==> src/rtl/bcd_to_binary_pkg.sv <==
// Shared definitions for the BCD-to-binary converter: FSM state encodings and
// the largest legal BCD digit.
package bcd_to_binary_pkg;

  typedef enum logic [1:0] {
    ST_IDLE  = 2'd0,
    ST_SHIFT = 2'd1,
    ST_DONE  = 2'd2
  } state_e;

  localparam logic [3:0] BCD_DIGIT_MAX = 4'd9;

endpackage

==> src/rtl/bcd_digit_adjust.sv <==
// One reverse double-dabble correction: a digit that reads 8 or more after the
// right shift had a tens carry folded in and must drop by 3.
module bcd_digit_adjust (
  input  logic [3:0] digit_i,
  output logic [3:0] digit_o
);

  assign digit_o = digit_i[3] ? (digit_i - 4'd3) : digit_i;

endmodule

==> src/rtl/bcd_to_binary.sv <==
// Iterative packed-BCD to binary converter: one shift/adjust step per clock,
// start/done handshake, error flag for non-decimal digits and overflow flag.
module bcd_to_binary
  import bcd_to_binary_pkg::*;
#(
  parameter int DIGITS = 2,
  parameter int WIDTH  = 7
) (
  input  logic                  clk,
  input  logic                  reset,
  input  logic                  start,
  input  logic [4*DIGITS-1:0]   bcd_in,
  output logic                  busy,
  output logic                  done,
  output logic [WIDTH-1:0]      binary_out,
  output logic                  error,
  output logic                  overflow
);

  localparam int NB = 4 * DIGITS;
  localparam int CW = $clog2(NB) + 1;

  state_e            state_q, state_d;
  logic [NB-1:0]     bcd_q, bcd_d;
  logic [NB-1:0]     bin_q, bin_d;
  logic [CW-1:0]     cnt_q, cnt_d;
  logic [WIDTH-1:0]  binary_out_q, binary_out_d;
  logic              error_q, error_d;
  logic              overflow_q, overflow_d;

  logic [NB-1:0]     bcd_sh, bcd_adj, bin_sh;
  logic              in_invalid;
  logic              bin_ovf;

  // The whole {bcd, bin} pair moves right one bit per step.
  assign bcd_sh = {1'b0, bcd_q[NB-1:1]};
  assign bin_sh = {bcd_q[0], bin_q[NB-1:1]};

  for (genvar g = 0; g < DIGITS; g++) begin : g_adj
    bcd_digit_adjust u_adj (
      .digit_i (bcd_sh[4*g +: 4]),
      .digit_o (bcd_adj[4*g +: 4])
    );
  end

  if (WIDTH < NB) begin : g_ovf
    assign bin_ovf = |bin_sh[NB-1:WIDTH];
  end else begin : g_no_ovf
    assign bin_ovf = 1'b0;
  end

  always_comb begin
    in_invalid = 1'b0;
    for (int i = 0; i < DIGITS; i++) begin
      if (bcd_in[4*i +: 4] > BCD_DIGIT_MAX) in_invalid = 1'b1;
    end
  end

  always_comb begin
    state_d      = state_q;
    bcd_d        = bcd_q;
    bin_d        = bin_q;
    cnt_d        = cnt_q;
    binary_out_d = binary_out_q;
    error_d      = error_q;
    overflow_d   = overflow_q;
    case (state_q)
      ST_IDLE: begin
        if (start) begin
          if (in_invalid) begin
            // Result and overflow keep the last good conversion.
            state_d = ST_DONE;
            error_d = 1'b1;
          end else begin
            state_d = ST_SHIFT;
            bcd_d   = bcd_in;
            bin_d   = '0;
            cnt_d   = '0;
          end
        end
      end
      ST_SHIFT: begin
        bcd_d = bcd_adj;
        bin_d = bin_sh;
        cnt_d = cnt_q + 1'b1;
        if (cnt_q == CW'(NB - 1)) begin
          state_d      = ST_DONE;
          binary_out_d = bin_sh[WIDTH-1:0];
          overflow_d   = bin_ovf;
          error_d      = 1'b0;
        end
      end
      ST_DONE: state_d = ST_IDLE;
      default: state_d = ST_IDLE;
    endcase
  end

  always_ff @(posedge clk or negedge reset) begin
    if (!reset) begin
      state_q      <= ST_IDLE;
      bcd_q        <= '0;
      bin_q        <= '0;
      cnt_q        <= '0;
      binary_out_q <= '0;
      error_q      <= 1'b0;
      overflow_q   <= 1'b0;
    end else begin
      state_q      <= state_d;
      bcd_q        <= bcd_d;
      bin_q        <= bin_d;
      cnt_q        <= cnt_d;
      binary_out_q <= binary_out_d;
      error_q      <= error_d;
      overflow_q   <= overflow_d;
    end
  end

  assign busy       = (state_q == ST_SHIFT);
  assign done       = (state_q == ST_DONE);
  assign binary_out = binary_out_q;
  assign error      = error_q;
  assign overflow   = overflow_q;

endmodule
==> config.mk <==
export PLATFORM = sky130hd
export DESIGN_NAME = bcd_to_binary
export DESIGN_NICKNAME = d
export VERILOG_FILES = /design/src/rtl/bcd_to_binary_pkg.sv /design/src/rtl/bcd_digit_adjust.sv /design/src/rtl/bcd_to_binary.sv
export SDC_FILE = /design/constraint.sdc
export NUM_CORES = 1
export LEC_CHECK = 0
export BUFFER_PORTS_ARGS = -buffer_cell sky130_fd_sc_hd__buf_4
export CAP_MARGIN = 25
export CORE_UTILIZATION = 38
export CTS_CLUSTER_SIZE = 16
export DETAILED_ROUTE_END_ITERATION = 10
export SLEW_MARGIN = 30
export SYNTH_ARGS = -nofsm -noshare
export SYNTH_HDL_FRONTEND = slang
export SYNTH_SLANG_ARGS = --single-unit
==> constraint.sdc <==
create_clock -name clk -period 1.8 [get_ports clk]
set_clock_uncertainty 0.15 [all_clocks]
set_input_delay 0.18 -clock clk [delete_from_list [all_inputs] [get_ports clk]]
set_output_delay 0.18 -clock clk [all_outputs]
set_load 0.01 [all_outputs]
Word level (Yosys, flattened, before mapping)
Cells that the tools add are included.
{ "totals": {"ff_bits": 31, "latchBits": 0, "ramBits": 0, "rom_bits": 0, "in_bits": 11, "output_inout_bits": 11, "elab_cells": 44, "memories": 0} }
{ "classes": {"n_addsub": 2, "multipliers": 0, "div": 0, "order_cmp": 2, "n_eq_ne": 7, "n_shift": 0, "muxes": 20, "bitwise_logic": 0, "reduce_logical": 6} }
{ "ops": {"columns": ["op", "n"], "rows": [
  ["two-way mux 8 bit", 4],
  ["one-hot mux 8 bit (2 select lines)", 2],
  ["two-way mux 4 bit", 3],
  ["greater-than comparator 4 bit (second input constant)", 2],
  ["one-hot mux 4 bit (2 select lines)", 1],
  ["two-way mux 2 bit", 3],
  ["!= test 2 bit (second input constant)", 3],
  ["two-way mux 1 bit", 5],
  ["adder 4 x 1 -> 4 bit (second input constant)", 1],
  ["equality test 4 x 3 -> 1 bit (second input constant)", 1],
  ["one-hot mux 2 bit (2 select lines)", 1],
  ["AND reduction 2 bit", 2],
  ["AND reduction 4 bit", 1],
  ["subtractor 4 x 2 -> 4 bit (second input constant)", 1],
  ["AND reduction 3 bit", 1],
  ["equality test 2 x 1 -> 1 bit (second input constant)", 1],
  ["equality test 2 bit (second input constant)", 1],
  ["zero test 2 bit", 1],
  ["!= test 2 x 1 -> 1 bit (second input constant)", 1],
  ["one-hot mux 1 bit (2 select lines)", 1],
  ["nonzero test 2 bit", 1]
]} }

Depth between registers and ports, before layout
Gate-level depths: netlist of run 1.
{ "depth": {"ltp_word": 6, "mapped_depth": 5, "ltp_nobuf": 4} }

Hierarchy
From an unflattened synthesis of run 1, not the netlist that was laid out.
{ "unflattened": {"hier_cells": 108, "hier_area_um2": 1465.2} }
{ "by_module_without_submodules": {"columns": ["mod", "n_inst", "cells_each", "area_per_inst_um2", "seq_area_each_um2"], "rows": [
  ["bcd_to_binary", 1, 94, 1340.0, 750.7],
  ["bcd_digit_adjust", 2, 7, 62.6, 0.0]
]} }

Worst setup path before layout of run 1
Ideal clock, no wire load.
{ "synth_timing": {"path_type": "register to register", "startpoint": "reg cnt_q[0]", "endpoint": "reg binary_out_q[0] (netlist: binary_out[0])", "setup_time_ps": 125, "arrival_ps": 1323, "required_ps": 1525, "setup_slack_ps": 202, "path_stages_with_launch": 6, "path_buffers": 1, "period_less_slack_ps": 1598, "cell_sequence": "dfrtp_1 -> ha_1 -> nand2_1 -> nor3_1 -> buf_2 -> mux2_2"} }
{ "synth_via": {"elab_chain_cells": 2} }
{ "synth_lines": {"columns": ["element", "line", "rtl"], "rows": [
  ["start, declared", "bcd_to_binary.sv:26", "logic [CW-1:0] cnt_q, cnt_d;"],
  ["start signal, assigned", "bcd_to_binary.sv:111", "cnt_q <= cnt_d;"],
  ["equality test 4 x 3 -> 1 bit", "bcd_to_binary.sv:86", "if (cnt_q == CW'(NB - 1)) begin"],
  ["AND reduction 2 bit (no line)", null, null],
  ["end signal, assigned", "bcd_to_binary.sv:112", "binary_out_q <= binary_out_d;"],
  ["end, declared", "bcd_to_binary.sv:27", "logic [WIDTH-1:0] binary_out_q, binary_out_d;"]
]} }
No other way between the ends.
A chain may end at the register's enable or synchronous reset.

Worst setup path in the final report of run 1
{ "layout_timing": {"startpoint": "in bcd_in[6]", "endpoint": "reg cnt_q[3]"} }
{ "layout_via": {"elab_chain_cells": 4} }
{ "layout_lines": {"columns": ["element", "line", "rtl"], "rows": [
  ["start, declared", "bcd_to_binary.sv:12", "input logic [4*DIGITS-1:0] bcd_in,"],
  ["greater-than comparator 4 bit", "bcd_to_binary.sv:55", "if (bcd_in[4*i +: 4] > BCD_DIGIT_MAX) in_invalid = 1'b1;"],
  ["two-way mux 1 bit", "bcd_to_binary.sv:55", null],
  ["!= test 2 bit (no line)", null, null],
  ["AND reduction 3 bit (no line)", null, null]
]} }
No other way between the ends.

==> results of run 1 <==
[final timing paths]
check,from,end,slack (ns),cells past startpoint
max,bcd_in[6],cnt_q[3]$_DFFE_PN0P_,0.04,6
min,start,bcd_q[7]$_DFFE_PN0P_,0.08,3
max reg2reg,state_q[1]$_DFFE_PN0P_,bcd_q[6]$_DFFE_PN0P_,0.12,3
min reg2reg,bin_q[1]$_DFFE_PN0P_,bin_q[1]$_DFFE_PN0P_,0.35,1
max in group asynchronous,reset,bcd_q[3]$_DFFE_PN0P_,1.06,2
min in group asynchronous,reset,state_q[1]$_DFFE_PN0P_,0.15,2
[synthesized netlist by cell type]
| master | number | area (µm²) |
|---|---|---|
| or3b_4 | 1 | 11.3 |
| inv_1 | 1 | 3.75 |
| nor3_1 | 2 | 10.0 |
| o31ai_1 | 1 | 7.51 |
| ha_1 | 2 | 25.0 |
| mux2i_1 | 2 | 20.0 |
| o21a_1 | 2 | 15.0 |
| nand2_1 | 2 | 7.51 |
| nor4b_1 | 1 | 8.76 |
| xnor2_1 | 3 | 26.3 |
| a221o_1 | 4 | 40.0 |
| a21oi_1 | 2 | 10.0 |
| a21o_1 | 1 | 7.51 |
| o41ai_1 | 1 | 8.76 |
| o21ba_2 | 2 | 20.0 |
| nor2b_1 | 1 | 6.26 |
| nand2b_1 | 8 | 50.1 |
| nand3_1 | 1 | 5.00 |
| nor2_1 | 3 | 11.3 |
| o31a_1 | 1 | 8.76 |
| buf_2 | 4 | 20.0 |
| dfrtp_1 | 30 | 751 |
| mux2_2 | 8 | 90.1 |
| or2_2 | 1 | 6.26 |
| or3_4 | 1 | 11.3 |
| a22o_1 | 9 | 78.8 |
| nor3b_1 | 1 | 7.51 |
| o221a_1 | 3 | 33.8 |
| o311ai_0 | 1 | 8.76 |
[layout make-up]
type / instances / area, µm²
clock buffer: 7 / 45.0
clock inverter: 1 / 30.0
fill: 293 / 1420
inverter: 1 / 7.51
multi-input combinational: 64 / 541
sequential: 30 / 751
tap: 44 / 55.1
timing repair buffer: 37 / 302
[cells by family after synthesis]
logic type      Yosys count
flops                    30
compound gates           27
simple gates             22
mux                      10
buf+inv                   5
xor+xnor                  3
fa+ha+maj                 2
[worst reg2reg max path, delay by kind of cell (launching register included)]
family | cells | cell delay (ns)
AO/OA/AOI/OAI | 1 | 0.24
flip-flops | 1 | 0.40
AND/OR/NAND/NOR | 2 | 0.77
[through the flow]
| stage | std cells | instance area [µm²] | hold slack, ns |
|---|---|---|---|
| 2_1_floorplan | 99 | 1310 | -0.266 |
| 3_3_place_gp | 167 | 1560 | -0.0192 |
| 3_5_place_dp | 167 | 1560 | -0.0212 |
| 4_1_cts | 184 | 1720 | 0.0617 |
| 5_1_grt | 184 | 1730 | 0.0909 |
| 6_report | 184 | 1730 | 0.0798 |
[timing repair]
action                                  in CTS  in global routing
pin swaps                                    0                  1
gates resized for setup                      1                  2
hold buffers                                 8                  0
endpoints found under the hold margin       37                  0
endpoints found under the setup margin       1                  9
buffers inserted                             1                  0
[registers in the layout (all words and copies together), names as in the netlist]
signal and cells:
bin_q 7, overflow 1, state_q 2, error 1, bcd_q 8, cnt_q 4
binary_out 7
[power groups by stage]
stage	registers [mW]	clock network, mW	logic (mW)
finish	1.15	0.513	1.18
global route	1.19	0.566	1.30
CTS	1.15	0.534	1.18
detailed placement	1.16	0	1.12
global placement	1.15	0	1.10
floorplan	1.14	0	0.736
[routing by layer]
| metal | vias up | GRT usage | part of all wire |
|---|---|---|---|
| li1 | 456 | - | - |
| met1 | 464 | 0.234 | 0.47 |
| met2 | 23 | 0.231 | 0.46 |
| met3 | 4 | 0.0725 | 0.056 |
| met4 | 0 | 0.0617 | 0.014 |
| met5 | - | 0 | 0 |
==> out/metrics.yaml, run 1 <==
slowest_stage: "dlygate4sd3_1"
syn_inst: 99
cts_tree: "yes"
pwr-share-clk: 0.181
diodes: 0
final-setup-viol-count: 0
gp_congestion: 0.711
clkSlewWorstSetupHoldPaths_ns: 0.09
leakagePower_nw: 0.809
fin_ws_ns: 0.0417
overflow: 0
antenna_found_initial: 0
internal-power_mw: 1.91
worst-path-buf-inv: 3
post-route-period-util: 0.977
rsz0062_at_grt: "false"
die_width_um: 60.7
nNetsFinal: 152
grt_pass1_vias: 904
cp_top_family: "buffers and inverters"
path_max_fanout: 11
maxSlewHeadroom: 0.750
tns_ns: 0
io_buffer_count: 21
worstPathRequired_ns: 1.87
worstMarginPinSlew_ns: 0.373
grt_use_total: 0.167
synthAdderAreaFrac: 0.0191
syn_area_per_cell_um2: 13.2
start_kind: "input pin"
drcViolationCount: 0
firstDrtPassIters: 4
clkLatencyLatePin_ns: 0.33
synth_xor_area_frac: 0.0201
fin_util: 0.549
synth_cell_types: 29
cts_buffers: 5
area_delta_synth_final_pct: 32.1
switching_power_mw: 0.934
combPwrFrac: 0.414
clockBufferDepth: 2
cp.arrival_ns: 1.83
maxSlewViolCount: 0
drtIter0Drc: 26
vias: 947
grt_max_degree: 31
cts.sinks: 30
maxCapViolations: 0
synth_compound_area_frac: 0.182
rows: 20
post_drt_via_cell_ratio: 5.15
path_cells: "dlygate4sd3_1, buf_4, o21a_1, o31a_1, buf_6, a22o_1"
outcome: "complete, no violations"
hp-class: "input pin to flip-flop"
routedWlPerCell_um: 13.9
critPathKind: "input pin to flip-flop"
die_y_um: 60.7
dp_hpwl_um: 1760
cts_root_buf: "clkbuf_4"
final_cell_mix: "dfrtp_1, buf_4, a22o_1"
initial_utilization: 0.415
ys_seq_area_frac: 0.573
syn_nets: 112
drive_gt1_frac: 0.357
p_sw_frac: 0.329
seqPwrFrac: 0.405
cts_max_level: 2
hold_viol_final: 0
end_kind: "flip-flop"
p_per_area_nw_per_um2: 1640
io_pins: 22
synth_top_family_by_area: "compound AO/OA/AOI/OAI gates"
synth.area.mux_share: 0.0840
fin_crit_ns: 1.76
dp_worst_setup_slack_ns: 0.127
layout_commonest_cell: "dfrtp_1"
vdd_drop_max_v: 0.000735
ys_ff_latch: 30
wl_um: 2550
grt_pass1_wl_um: 4280
syn_area_um2: 1310
fmax_mhz: 569
postRouteAntennaNets: 0
synth_warnings: 0
dieArea_um2: 3690
core_area_um2: 3150
yosys.area_share.simple: 0.103
power_mw: 2.84
cp_slowest_stage_delay_ns: 0.54
Power figures use the tool's default switching activity.
==> run 2: changes to the inputs <==
==> constraint.sdc (replaced) <==
create_clock -name clk -period 1.8 [get_ports clk]
set_clock_uncertainty 0.15 [all_clocks]
set_input_delay 0.27 -clock clk [delete_from_list [all_inputs] [get_ports clk]]
set_output_delay 0.27 -clock clk [all_outputs]
set_load 0.01 [all_outputs]
==> out/metrics.yaml, run 2 (synthesized netlist as in run 1, its figures left out) <==
p_sw_frac: 0.336
layout_commonest_cell: "buf_4"
seqPwrFrac: 0.400
post_drt_via_cell_ratio: 5.07
largest_register_ffs: 8
maxSlewViolCount: 0
antenna_found_initial: 0
pwr-share-clk: 0.173
grt_use_total: 0.171
drtIter0Drc: 40
gp_congestion: 0.773
drive_gt1_frac: 0.420
internal-power_mw: 1.92
regMostFlops: "bcd_q"
cp_top_family: "simple AND/OR/NAND/NOR gates"
fmax_mhz: 588
leakagePower_nw: 0.811
end_kind: "flip-flop"
rows: 20
rsz0062_at_grt: "false"
hp-class: "input pin to flip-flop"
hold_viol_final: 0
cts_root_buf: "clkbuf_4"
clkLatencyLatePin_ns: 0.33
fin_ws_ns: 0.0988
outcome: "complete, no violations"
worstPathRequired_ns: 1.87
slowest_stage: "dfrtp_1"
critPathKind: "flip-flop to flip-flop"
overflow: 0
vias: 923
start_kind: "flip-flop"
core_area_um2: 3150
grt_pass1_wl_um: 4350
grt_pass1_vias: 905
cp_slowest_stage_delay_ns: 0.43
worstMarginPinSlew_ns: 0.480
initial_utilization: 0.415
path_cells: "or3b_4, or3_4, o221a_1"
wl_um: 2680
cp.arrival_ns: 1.77
io_buffer_count: 21
switching_power_mw: 0.973
combPwrFrac: 0.427
dp_worst_setup_slack_ns: 0.0514
vdd_drop_max_v: 0.000634
path_max_fanout: 4
cts.sinks: 30
final-setup-viol-count: 0
routedWlPerCell_um: 14.7
firstDrtPassIters: 6
cts_buffers: 5
r2r_setup_slack_ns: 0.1
die_width_um: 60.7
tns_ns: 0
post-route-period-util: 0.945
io_pins: 22
clockBufferDepth: 2
die_y_um: 60.7
final_cell_mix: "buf_4, dfrtp_1, a22o_1"
cts_tree: "yes"
dieArea_um2: 3690
maxSlewHeadroom: 0.680
dp_hpwl_um: 1840
grt_max_degree: 31
postRouteAntennaNets: 0
clkSlewWorstSetupHoldPaths_ns: 0.10
worst-path-buf-inv: 0
fin_crit_ns: 1.70
area_delta_synth_final_pct: 30.2
diodes: 0
drcViolationCount: 0
nNetsFinal: 150
maxCapViolations: 0
cts_max_level: 2
p_per_area_nw_per_um2: 1700
-- run 2: changes by cell type in the layout (fill, tap and decap cells not counted), sizes merged --
cell         previous run  this run
clkbuf                  7         8
buf                    29        34
dlygate4sd3             8         1
bufinv                  1         0
-- run 2: area by class of cell --
cell class | instances | area (µm²)
repair buffers | 35 | 265
flip-flops and latches | 30 | 751
clock buffers | 8 | 78.8
fillers | 303 | 1450
multi-input cells | 64 | 548
well taps | 44 | 55.1
inverters | 1 | 7.51
-- run 2: routing by layer --
metal / vias up / global-route usage / part of all wire
met2: 19 / 0.232 / 0.44
met1: 452 / 0.233 / 0.49
met4: 0 / 0.0779 / 0.010
li1: 448 / - / -
met3: 4 / 0.0768 / 0.050
met5: - / 0 / 0
-- run 2: metrics by stage --
step	cell area, µm²	util	total power, mW	hold WS (ns)	cells
after floorplan	1310	-	1.88	-0.176	99
after global placement	1580	0.500	2.30	0.0680	170
after detailed placement	1580	0.500	2.33	0.0728	170
after CTS	1680	0.532	2.87	0.0159	179
after global routing	1710	0.541	3.10	0.00254	182
final	1710	0.541	2.89	0.0181	182
-- run 2: final timing paths --
check	startpoint	endpoint	cells after the start
setup / recovery	state_q[0]$_DFFE_PN0P_	bcd_q[6]$_DFFE_PN0P_	3
hold / removal	bcd_in[0]	bcd_q[0]$_DFFE_PN0P_	2
setup reg to reg	state_q[0]$_DFFE_PN0P_	bcd_q[6]$_DFFE_PN0P_	3
hold reg to reg	bin_q[1]$_DFFE_PN0P_	bin_q[1]$_DFFE_PN0P_	1
max in group asynchronous	reset	cnt_q[0]$_DFFE_PN0P_	2
min in group asynchronous	reset	bcd_q[6]$_DFFE_PN0P_	2
-- run 2: repair_timing --
| action | in CTS | in global routing |
|---|---|---|
| resized for setup | 2 | 1 |
| endpoints found under the hold margin | 30 | 0 |
| buffers inserted | 0 | 3 |
| cloned | 0 | 0 |
| endpoints found under the setup margin | 1 | 8 |
| hold buffers | 1 | 0 |
-- run 2: power by group through the flow --
stage	Sequential, mW	Clock (mW)	Combinational (mW)
after global routing	1.20	0.541	1.36
final	1.16	0.500	1.24
after global placement	1.15	0	1.14
after floorplan	1.14	0	0.736
after CTS	1.16	0.511	1.20
after detailed placement	1.17	0	1.17
-- run 2: worst register-to-register path: stages (launching register included) --
cell	delay, ns
dfrtp_1	0.43
or3b_4	0.41
or3_4	0.35
o221a_1	0.24
==> run 3: changes to the inputs <==
- CORE_ASPECT_RATIO: unset -> 1.25
==> out/metrics.yaml, run 3 (synthesized netlist as in run 1, its figures left out) <==
outcome: "complete, no violations"
r2r-end: "bcd_q[6]$_DFFE_PN0P_"
cts_tree: "yes"
wl_um: 2590
dieArea_um2: 3690
drtIter0Drc: 22
min_path_cells: 2
maxSlewViolCount: 0
layout_commonest_cell: "dfrtp_1"
maxCapViolations: 0
seqPwrFrac: 0.415
r2r_setup_slack_ns: 0.14
worstPathRequired_ns: 1.82
die_y_um: 67.6
dp_hpwl_um: 1820
clkLatencyLatePin_ns: 0.28
vias: 900
critPathKind: "flip-flop to flip-flop"
final_cells: 165
path_max_fanout: 4
cts_root_buf: "clkbuf_8"
largest_register_ffs: 8
gp_congestion: 0.774
rows: 23
regMostFlops: "bcd_q"
worstHoldStart: "bcd_in[3]"
worst-path-buf-inv: 0
dpl_cell_area_um2: 1530
post_drt_via_cell_ratio: 5.45
die_width_um: 54.5
maxSlewHeadroom: 0.742
core_area_um2: 3250
slowest_stage: "or3b_4"
dp_worst_setup_slack_ns: 0.0951
postLayoutCellArea_um2: 1620
nNetsFinal: 142
fmax_mhz: 602
hp-class: "input pin to flip-flop"
grt_pass1_wl_um: 4120
clkSlewWorstSetupHoldPaths_ns: 0.07
final-setup-viol-count: 0
cp.arrival_ns: 1.68
firstDrtPassIters: 4
power_mw: 2.80
grt_pass1_vias: 911
worstMarginPinSlew_ns: 0.386
grt_use_total: 0.164
switching_power_mw: 0.936
diodes: 0
tns_ns: 0
cp_top_family: "simple AND/OR/NAND/NOR gates"
io_pins: 22
pwr-share-clk: 0.188
final_cell_mix: "dfrtp_1, buf_4, a22o_1"
drive_gt1_frac: 0.359
combPwrFrac: 0.397
cts_buffers: 5
dp.cells: 158
fin_ws_ns: 0.139
postRouteAntennaNets: 0
initial_utilization: 0.403
hold_viol_final: 0
io_buffer_count: 21
cp_slowest_stage_delay_ns: 0.42
path_cells: "or3b_4, or3_4, o221a_1"
p_per_area_nw_per_um2: 1720
grt_max_degree: 31
vdd_drop_max_v: 0.000889
overflow: 0
area_delta_synth_final_pct: 24.0
fin_util: 0.499
rsz0062_at_grt: "false"
reg2reg_depth: 3
routedWlPerCell_um: 15.7
internal-power_mw: 1.87
fin_crit_ns: 1.66
leakagePower_nw: 0.769
r2r-start: "state_q[1]$_DFFE_PN0P_"
p_sw_frac: 0.334
clockBufferDepth: 2
hold_ws_ns: 0.0877
post-route-period-util: 0.923
end_kind: "flip-flop"
cts_max_level: 2
antenna_found_initial: 0
cts.sinks: 30
drcViolationCount: 0
min_to: "bcd_q[3]$_DFFE_PN0P_"
start_kind: "flip-flop"
-- run 3: cell types whose count changed in the layout (fill, tap and decap cells not counted), sizes merged --
cell | previous run | this run
inv | 0 | 1
clkbuf | 8 | 6
buf | 34 | 26
clkinvlp | 1 | 0
-- run 3: area by class of cell --
class / count / area, µm²
well taps: 37 / 46.3
fillers: 283 / 1630
clock buffers: 6 / 82.6
flip-flops and latches: 30 / 751
inverters: 1 / 3.75
multi-input cells: 64 / 536
repair buffers: 27 / 205
-- run 3: power by group through the flow --
stage / Combinational [mW] / Clock (mW) / Sequential, mW
after global routing: 1.23 / 0.569 / 1.20
after global placement: 1.09 / 0 / 1.17
after CTS: 1.13 / 0.542 / 1.17
final: 1.11 / 0.526 / 1.16
after detailed placement: 1.12 / 0 / 1.17
after floorplan: 0.736 / 0 / 1.14
-- run 3: worst max path at each step --
stage | startpoint | end | slack (ns) | cells after the start
3_5_place_dp | bcd_in[2] | bcd_q[0]$_DFFE_PN0P_ | 0.1 | 4
2_1_floorplan | cnt_q[0]$_DFFE_PN0P_ | binary_out[0]$_DFFE_PN0P_ | 0.20 | 5
5_1_grt | cnt_q[0]$_DFFE_PN0P_ | binary_out[0]$_DFFE_PN0P_ | 0.005 | 5
4_1_cts | state_q[1]$_DFFE_PN0P_ | busy | 0.12 | 3
3_3_place_gp | bcd_in[2] | bcd_q[0]$_DFFE_PN0P_ | 0.1 | 4
6_report | state_q[1]$_DFFE_PN0P_ | bcd_q[6]$_DFFE_PN0P_ | 0.14 | 3
-- run 3: what timing repair did --
| action | CTS | global route |
|---|---|---|
| hold endpoints to repair | 30 | 0 |
| hold buffers | 1 | 0 |
| buffers inserted | 0 | 0 |
| endpoints found under the setup margin | 1 | 0 |
| gates resized for setup | 1 | 0 |
-- run 3: metal layers --
layer | up-vias | global-route usage | wire length [µm] | share of wire
met2 | 15 | 0.252 | 1300 | 0.50
met5 | - | 0 | 0 | 0
met4 | 0 | 0.0994 | 45 | 0.017
li1 | 431 | - | - | -
met3 | 5 | 0.0405 | 87 | 0.034
met1 | 449 | 0.204 | 1150 | 0.45
